`config.mk`:
```
export PLATFORM = sky130hd
export DESIGN_NAME = div_arbiter
export DESIGN_NICKNAME = d
export VERILOG_FILES = /design/src/rtl/div_arbiter.sv
export SDC_FILE = /design/constraint.sdc
export NUM_CORES = 1
export LEC_CHECK = 0
export BUFFER_PORTS_ARGS = -buffer_cell sky130_fd_sc_hd__buf_4
export CAP_MARGIN = 15
export CORE_ASPECT_RATIO = 1.75
export CORE_MARGIN = 3
export CORE_UTILIZATION = 44
export CTS_BUF_LIST = sky130_fd_sc_hd__clkbuf_8 sky130_fd_sc_hd__clkbuf_16
export DETAILED_ROUTE_END_ITERATION = 10
export GPL_ROUTABILITY_DRIVEN = 0
export GPL_TIMING_DRIVEN = 0
export PLACE_DENSITY = 0.79
export SLEW_MARGIN = 20
export SYNTH_ARGS = -nofsm -noshare
export SYNTH_HDL_FRONTEND = slang
export SYNTH_SLANG_ARGS = --single-unit
```
`constraint.sdc`:
```
create_clock -name clk -period 1.9 [get_ports clk]
set_input_delay 0.38 -clock clk [delete_from_list [all_inputs] [get_ports clk]]
set_output_delay 0.38 -clock clk [all_outputs]
set_load 0.005 [all_outputs]
```
`src/rtl/div_arbiter.sv`:
```
// div_arbiter
//   Two-port arbiter and sequencer in front of one shared multi-cycle divider.
//   A winning request has its operands captured at the grant edge. The block
//   then pulses div_start once, waits for div_done and returns the quotient and
//   remainder to the owning port with a one-cycle response strobe.
//
// Parameters
//   W             operand/result width
//
// Ports
//   clk           clock, rising edge
//   rst           asynchronous active-high reset (shared with the divider)
//   req0/req1     level requests; a*/b* valid while high
//   a0/a1, b0/b1  dividend / divisor per port
//   gnt0/gnt1     grant, combinational, IDLE only; operands captured this edge
//   rsp_valid0/1  one-cycle response strobe for the owning port
//   rsp_q/rsp_r   quotient / remainder, held until the next response
//   rsp_err       divide-by-zero flag, valid with the strobe
//   busy          high whenever a transaction is in progress
//   div_start     one-cycle start pulse to the divider
//   div_dividend/div_divisor  registered operands presented to the divider
//   div_done      divider completion pulse, honoured only while waiting
//   div_q/div_r   divider results, sampled with div_done
//
// Build option
//   DIV_ARB_ZERO_CHK_EN  when defined, a granted zero divisor is answered
//                        directly (q = all ones, r = dividend, rsp_err = 1)
//                        without starting the divider. When undefined a zero
//                        divisor goes to the divider and rsp_err is tied to 0.
//
// state  | meaning
// IDLE   | no transaction; arbitrate and grant
// LAUNCH | pulse div_start
// WAIT   | wait for div_done, capture results
// RESP   | strobe rsp_valid of the owner

module div_arbiter #(
  parameter int W = 6
) (
  input  logic         clk,
  input  logic         rst,
  input  logic         req0,
  input  logic         req1,
  input  logic [W-1:0] a0,
  input  logic [W-1:0] a1,
  input  logic [W-1:0] b0,
  input  logic [W-1:0] b1,
  output logic         gnt0,
  output logic         gnt1,
  output logic         rsp_valid0,
  output logic         rsp_valid1,
  output logic [W-1:0] rsp_q,
  output logic [W-1:0] rsp_r,
  output logic         rsp_err,
  output logic         busy,
  output logic         div_start,
  output logic [W-1:0] div_dividend,
  output logic [W-1:0] div_divisor,
  input  logic         div_done,
  input  logic [W-1:0] div_q,
  input  logic [W-1:0] div_r
);

  typedef enum logic [1:0] {
    IDLE   = 2'd0,
    LAUNCH = 2'd1,
    WAIT   = 2'd2,
    RESP   = 2'd3
  } state_t;

  state_t       state;
  state_t       state_nxt;
  logic         ptr;
  logic         owner;
  logic         win_vld;
  logic         win_id;
  logic [W-1:0] win_a;
  logic [W-1:0] win_b;
  logic         zero_skip;
  logic         capture;
  logic         load_rsp;

  // A lone requester wins outright; on a tie the pointer decides.
  assign win_vld = req0 | req1;
  assign win_id  = (req0 & req1) ? ptr : req1;
  assign win_a   = win_id ? a1 : a0;
  assign win_b   = win_id ? b1 : b0;

`ifdef DIV_ARB_ZERO_CHK_EN
  assign zero_skip = (win_b == '0);
`else
  assign zero_skip = 1'b0;
`endif

  always_comb begin
    state_nxt  = state;
    gnt0       = 1'b0;
    gnt1       = 1'b0;
    div_start  = 1'b0;
    rsp_valid0 = 1'b0;
    rsp_valid1 = 1'b0;
    busy       = 1'b1;
    capture    = 1'b0;
    load_rsp   = 1'b0;
    case (state)
      IDLE: begin
        busy = 1'b0;
        if (win_vld) begin
          gnt0      = ~win_id;
          gnt1      = win_id;
          capture   = 1'b1;
          state_nxt = zero_skip ? RESP : LAUNCH;
        end
      end
      LAUNCH: begin
        div_start = 1'b1;
        state_nxt = WAIT;
      end
      WAIT: begin
        if (div_done) begin
          load_rsp  = 1'b1;
          state_nxt = RESP;
        end
      end
      RESP: begin
        rsp_valid0 = ~owner;
        rsp_valid1 = owner;
        state_nxt  = IDLE;
      end
      default: begin
        busy      = 1'b0;
        state_nxt = IDLE;
      end
    endcase
  end

  always_ff @(posedge clk or posedge rst) begin
    if (rst) begin
      state        <= IDLE;
      ptr          <= 1'b0;
      owner        <= 1'b0;
      div_dividend <= '0;
      div_divisor  <= '0;
      rsp_q        <= '0;
      rsp_r        <= '0;
    end else begin
      state <= state_nxt;
      if (capture) begin
        owner        <= win_id;
        ptr          <= ~win_id;
        div_dividend <= win_a;
        div_divisor  <= win_b;
      end
      if (load_rsp) begin
        rsp_q <= div_q;
        rsp_r <= div_r;
      end else if (capture && zero_skip) begin
        rsp_q <= '1;
        rsp_r <= win_a;
      end
    end
  end

`ifdef DIV_ARB_ZERO_CHK_EN
  logic err_q;

  always_ff @(posedge clk or posedge rst) begin
    if (rst) begin
      err_q <= 1'b0;
    end else if (load_rsp) begin
      err_q <= 1'b0;
    end else if (capture && zero_skip) begin
      err_q <= 1'b1;
    end
  end

  assign rsp_err = err_q;
`else
  assign rsp_err = 1'b0;
`endif

endmodule

```
==> impl_metrics.tcl, run 1 <==
set metrics [dict create \
    synth.yosys.seq_area_share_pct 51.57 \
    insertion_delay_ns 0.27 \
    synth_async_sr_flop_share_pct 100.0 \
    worst_setup_hold_path_clk_slew_ns 0.09 \
    critical_path_peak_fanout 10 \
    effective_utilization_at_floorplan_pct 46.41 \
    drtAntennaViolNets 0 \
    timing.clock.skew_ns 0.003244 \
    grtUsageTotal_pct 21.00 \
    route.detailed.vias_per_inst 5.615 \
    worst-slew-pin-transition_ns 0.5864 \
    share_of_cells_above_drive_strength_1_pct 49.75 \
    cts_made_buffers 3 \
    number_of_enable_type_register_cells_in_the_synthesized_netlist 0 \
    mean_post_synth_cell_area_sq_um 10.70 \
    number_of_primary_i_o_pins 72 \
    worst_vdd_ir_v 0.0008997 \
    core_region_area_sq_um 2928 \
    setup.worst_path.start_class "flop" \
    n_antenna_cell 0 \
    instance_count_of_the_mapped_netlist 127 \
    cts_tree "done" \
    grt_setup_unrepaired "no" \
    leakagePower_nw 0.9757 \
    place.detailed.hpwl_um 3021 \
    floorplan.die.height_um 79.52 \
    detailroute.via_count 1297 \
    first_global_vias 1307 \
    endpoint_kind "output port" \
    total_count_of_hold_check_failures_in_the_final_report 0 \
    required_ns 1.52 \
    clock_buffer_depth 2 \
    report.final.setup_viol 0 \
    power-per-cell-area_nw_per_um2 1485 \
    synthesis.area_sq_um 1359 \
    synth_seq_cells 28 \
    global_route_overflow 0 \
    yosysMostFrequentCell "sky130_fd_sc_hd__dfrtp_1" \
    synthTopCellsByArea "sky130_fd_sc_hd__dfrtp_1, sky130_fd_sc_hd__a31oi_1, sky130_fd_sc_hd__mux2_1, sky130_fd_sc_hd__mux2_2, sky130_fd_sc_hd__a21oi_1" \
    die_w_um 48.01 \
    drt_first_iter_violations 28 \
    layout_worst_path_cycle_share_pct 97.13 \
    final_max_slew_viol_count 0 \
    status "completed" \
    drcViolationCount 0 \
    wl_per_cell_um 17.01 \
    final.setup.tns_ns 0 \
    yosysUniqueCellTypes 26 \
    min_path_type "in -> async" \
    drv_cap 0 \
    synthDominantCellAreaShare_pct 51.57 \
    cts_hold_repair.buffers 0 \
    clock_sinks 28 \
    grt_pass1_wl_um 5782 \
    synthesis.yosys.warnings 0 \
    antenna_found_initial 0 \
    max_freq_mhz 541.9 \
    die-area_sq_um 3818 \
    yosys_most_used_dff "sky130_fd_sc_hd__dfrtp_1" \
    synth_common_cells "sky130_fd_sc_hd__dfrtp_1, sky130_fd_sc_hd__nor2_1, sky130_fd_sc_hd__a21oi_1, sky130_fd_sc_hd__a31oi_1, sky130_fd_sc_hd__o21ai_0" \
    synthesis.nets 173 \
    placed_cells 224 \
    timing.slew.headroom_pct 60.85 \
    crit_type "reg -> out" \
    std_cell_rows 26 \
    maximum_number_of_pins_on_one_net_before_global_route_repair 29 \
    netlist.top_cell.by_area "sky130_fd_sc_hd__dfrtp_1" \
    count_of_tritonroute_iterations_in_the_first_routing_pass 4 \
    numPortBuffers 69 \
    cts_root_buf "sky130_fd_sc_hd__clkbuf_8" \
    final_cell_count_no_fill 231 \
    htree_num_levels 1 \
    overall_routed_net_length_um 3929 \
    finalCriticalPeriod_ns 1.845 \
    flow.area_growth_from_synthesis_pct 47.79 \
    finish.net_count 250 \
    cp_data_arrival_time_ns 1.47 \
]
cell families after synthesis:
family	share of synthesized area, %
AOI/OAI and AO/OA	18.69
muxes	11.05
DFF	51.57
adders and majority gates	4.604
and+or+nand+nor	7.735
buffers and inverters	6.077
other	0.2760
worst paths after layout:
check,slack [ns],cells past startpoint,endpoint,start
min in group clk,0.32,2,rsp_r[2],div_r[2]
worst min register to register,0.50,1,rsp_r[2],rsp_r[2]
worst min-delay path,0.17,2,rsp_q[2],rst
worst max register to register,0.22,6,rsp_r[5],state[0]
max in group asynchronous,1.34,2,state[1],rst
worst max-delay path,0.05,6,gnt0,state[1]
state kept, by name, indices dropped and copies added, names as in the netlist:
register      flops
rsp_q             6
state             2
div_dividend      6
owner             1
rsp_r             6
ptr               1
div_divisor       6
what timing repair did:
item                                    in CTS  in global routing
endpoints found under the setup margin       2                  2
setup buffers                                2                  1
gates cloned                                 0                  0
gates resized for setup                      5                  1
metrics by stage:
step                hold WS, ns  total power, mW  cell area [sq um]  utilization, %  worst slack (ns)
detailed placement       0.4846            2.549               1912           65.30            0.1088
global route             0.2168            3.181               2008           68.59          0.007575
global placement         0.4755            2.444               1912           65.30            0.1720
floorplan                0.4454            1.800               1359               -            0.3859
finish                   0.1708            2.983               2008           68.59           0.05456
CTS                      0.3197            2.981               1998           68.25           0.05245
layout make-up:
| type | instances | area (sq um) |
|---|---|---|
| Timing Repair Buffer | 72 | 540.5 |
| Buffer | 9 | 60.06 |
| Clock buffer | 4 | 55.05 |
| Sequential cell | 28 | 700.7 |
| Multi-Input combinational cell | 84 | 594.3 |
| Tap cell | 28 | 35.03 |
| Inverter | 6 | 22.52 |
| Fill cell | 216 | 919.6 |
power breakdown:
part | internal (mW) | switching, mW | total, mW
sequential | 0.903 | 0.179 | 1.08
clock | 0.185 | 0.174 | 0.359
combinational | 0.867 | 0.674 | 1.54
total | 1.96 | 1.03 | 2.98
cell usage in the layout (no fill, tap or decap), types with 2 or more instances in the layout:
master                      n
sky130_fd_sc_hd__nand2_1    3
sky130_fd_sc_hd__o21ai_0    9
sky130_fd_sc_hd__dfrtp_1   28
sky130_fd_sc_hd__o21ai_1    4
sky130_fd_sc_hd__buf_2      3
sky130_fd_sc_hd__mux2_1     6
sky130_fd_sc_hd__ha_1       4
sky130_fd_sc_hd__a21oi_1   12
sky130_fd_sc_hd__clkbuf_8   4
sky130_fd_sc_hd__buf_4     76
sky130_fd_sc_hd__nor2_1    13
sky130_fd_sc_hd__mux2_2     6
sky130_fd_sc_hd__inv_2      3
sky130_fd_sc_hd__a21oi_2    2
sky130_fd_sc_hd__a31oi_1   13
sky130_fd_sc_hd__inv_1      3
routing by layer:
layer / up-vias / part of all wire (%) / GRT usage [%]
li1: 589 / - / -
met1: 643 / 34 / 22.59
met2: 59 / 57 / 36.60
met3: 6 / 6.9 / 3.837
met4: 0 / 1.1 / 9.973
met5: - / 0 / 0
worst max-delay path: stages, from the launching register on:
cell and delay (ns):
sky130_fd_sc_hd__dfrtp_1 0.40, sky130_fd_sc_hd__inv_2 0.10, sky130_fd_sc_hd__ha_4 0.17, sky130_fd_sc_hd__o21ai_4 0.09, sky130_fd_sc_hd__buf_4 0.18, sky130_fd_sc_hd__a21oi_2 0.13, sky130_fd_sc_hd__buf_4 0.13
Power figures use the tool's default switching activity.
==> run 2: changes to the inputs <==
CORE_MARGIN = 1   (was 3)
==> impl_metrics.tcl, run 2 (synthesis results as in run 1) <==
set metrics [dict create \
    place.detailed.hpwl_um 2900 \
    die-area_sq_um 3323 \
    cts_tree "done" \
    clock_sinks 28 \
    die_w_um 44.01 \
    timing.critical_path.slowest_stage_cell "sky130_fd_sc_hd__dfrtp_1" \
    postLayoutSetupSlackWorst_ns 0.04996 \
    worst-slew-pin-transition_ns 0.6006 \
    n_antenna_cell 0 \
    final_core_utilization_pct 70.34 \
    finish.net_count 255 \
    share_of_cells_above_drive_strength_1_pct 50.48 \
    report.final.setup_viol 0 \
    numPortBuffers 69 \
    wl_per_cell_um 16.93 \
    flow.area_growth_from_synthesis_pct 51.57 \
    required_ns 1.52 \
    antenna_found_initial 0 \
    htree_num_levels 1 \
    crit-reg2reg-capture "rsp_r[0]" \
    setup.worst_path.start_class "flop" \
    cpMostUsedCell "sky130_fd_sc_hd__buf_4" \
    cp_data_arrival_time_ns 1.47 \
    grt_pass1_wl_um 5561 \
    total_count_of_hold_check_failures_in_the_final_report 0 \
    r2r_setup_slack_ns 0.18 \
    cts_made_buffers 3 \
    worst_setup_hold_path_clk_slew_ns 0.10 \
    cp_slowest_stage_delay_ns 0.44 \
    effective_utilization_at_floorplan_pct 46.41 \
    worst_vdd_ir_v 0.0009353 \
    status "finished with violations" \
    timing.slew.headroom_pct 59.90 \
    pre_cts_ws_ns 0.1646 \
    drv_cap 0 \
    cts_root_buf "sky130_fd_sc_hd__clkbuf_8" \
    worst-r2r-cell-count 6 \
    final_max_slew_viol_count 0 \
    finalCriticalPeriod_ns 1.850 \
    timing.clock.skew_ns 0.004469 \
    maximum_number_of_pins_on_one_net_before_global_route_repair 29 \
    floorplan.die.height_um 75.52 \
    number_of_primary_i_o_pins 72 \
    drtAntennaViolNets 0 \
    std_cell_rows 26 \
    launch_instance_of_the_worst_register_to_register_path "state[0]" \
    endpoint_kind "output port" \
    critical_path_peak_fanout 10 \
    clock_buffer_depth 2 \
    power-per-cell-area_nw_per_um2 1541 \
    overall_routed_net_length_um 3995 \
    violations "DRC" \
    layout_commonest_cell "sky130_fd_sc_hd__buf_4" \
    fillCellCount 221 \
    count_of_tritonroute_iterations_in_the_first_routing_pass 9 \
    drcViolationCount 2 \
    global_route_overflow 0 \
    crit_type "reg -> out" \
    grtUsageTotal_pct 22.76 \
    max_freq_mhz 540.5 \
    leakagePower_nw 1.007 \
    detailroute.via_count 1294 \
    layout_worst_path_cycle_share_pct 97.37 \
    min_path_type "in -> async" \
    route.detailed.vias_per_inst 5.483 \
    cts_hold_repair.buffers 0 \
    first_global_vias 1178 \
    insertion_delay_ns 0.27 \
    drt_first_iter_violations 25 \
    core_region_area_sq_um 2928 \
    most-common-layout-cells "sky130_fd_sc_hd__buf_4, sky130_fd_sc_hd__dfrtp_1, sky130_fd_sc_hd__nor2_1, sky130_fd_sc_hd__a31oi_1, sky130_fd_sc_hd__a21oi_1" \
    critical_path_cell_sequence "inv_2 -> ha_4 -> o21ai_4 -> buf_4 -> a21oi_2 -> buf_4" \
]
## run 2: cell types whose count changed in the layout (fill, tap and decap cells not counted)
| cell | previous run | this run |
|---|---|---|
| sky130_fd_sc_hd__bufinv_16 | 0 | 1 |
| sky130_fd_sc_hd__nor2_2 | 1 | 0 |
| sky130_fd_sc_hd__clkbuf_8 | 4 | 3 |
| sky130_fd_sc_hd__nor2_1 | 13 | 14 |
| sky130_fd_sc_hd__buf_4 | 76 | 81 |
## run 2: metrics by stage
stage	hold slack (ns)	TNS (ns)	instance area, sq um	std cells	total power, mW
3_3_place_gp	0.4746	0	1912	224	2.437
2_1_floorplan	0.4454	0	1359	127	1.800
5_1_grt	0.2055	-0.003858	2059	236	3.361
6_report	0.1709	0	2059	236	3.173
3_5_place_dp	0.4882	0	1912	224	2.542
4_1_cts	0.3109	0	1996	228	3.040
## run 2: timing repair
action | 4_1_cts | 5_1_grt
setup buffers | 0 | 8
setup endpoints to repair | 2 | 2
gates resized for setup | 4 | 1
gates cloned | 0 | 0
pin swaps | 0 | 1
## run 2: where the power goes
part	internal (mW)	switching, mW	total, mW	leakage [nW]
Clock	0.282	0.184	0.466	0.0357
Sequential	0.903	0.188	1.09	0.323
Combinational	0.926	0.690	1.62	0.649
## run 2: routing by layer
layer	GRT usage, %	vias up	part of all wire (%)
li1	-	601	-
met1	23.77	638	34
met2	44.61	51	60
met3	3.081	4	5.0
met4	8.081	0	1.1
met5	0	-	0
## run 2: critical path, delay by kind of cell, from the launching register on
| kind | cells | cell delay, ns |
|---|---|---|
| AOI/OAI and AO/OA | 2 | 0.18 |
| adders and majority gates | 1 | 0.16 |
| buffers and inverters | 3 | 0.42 |
| DFF | 1 | 0.44 |
## run 2: final cells by class
type / instances / area (sq um) / area share, %
Buffer: 9 / 60.06 / 2.916
Clock buffer: 3 / 41.29 / 2.005
Clock inverter: 1 / 30.03 / 1.458
Inverter: 6 / 22.52 / 1.094
Multi-Input combinational cell: 84 / 591.8 / 28.74
Sequential cell: 28 / 700.7 / 34.02
Tap cell: 28 / 35.03 / 1.701
Timing Repair Buffer: 77 / 578.1 / 28.07
## run 2: worst max-delay path by stage
stage / startpoint / end / slack (ns)
final: state[1] / gnt0 / 0.05
after global routing: state[1] / gnt0 / -0.004
after CTS: state[0] / gnt0 / 0.007
after detailed placement: state[0] / gnt0 / 0.16
after global placement: state[1] / gnt0 / 0.18
after floorplan: state[0] / gnt0 / 0.39
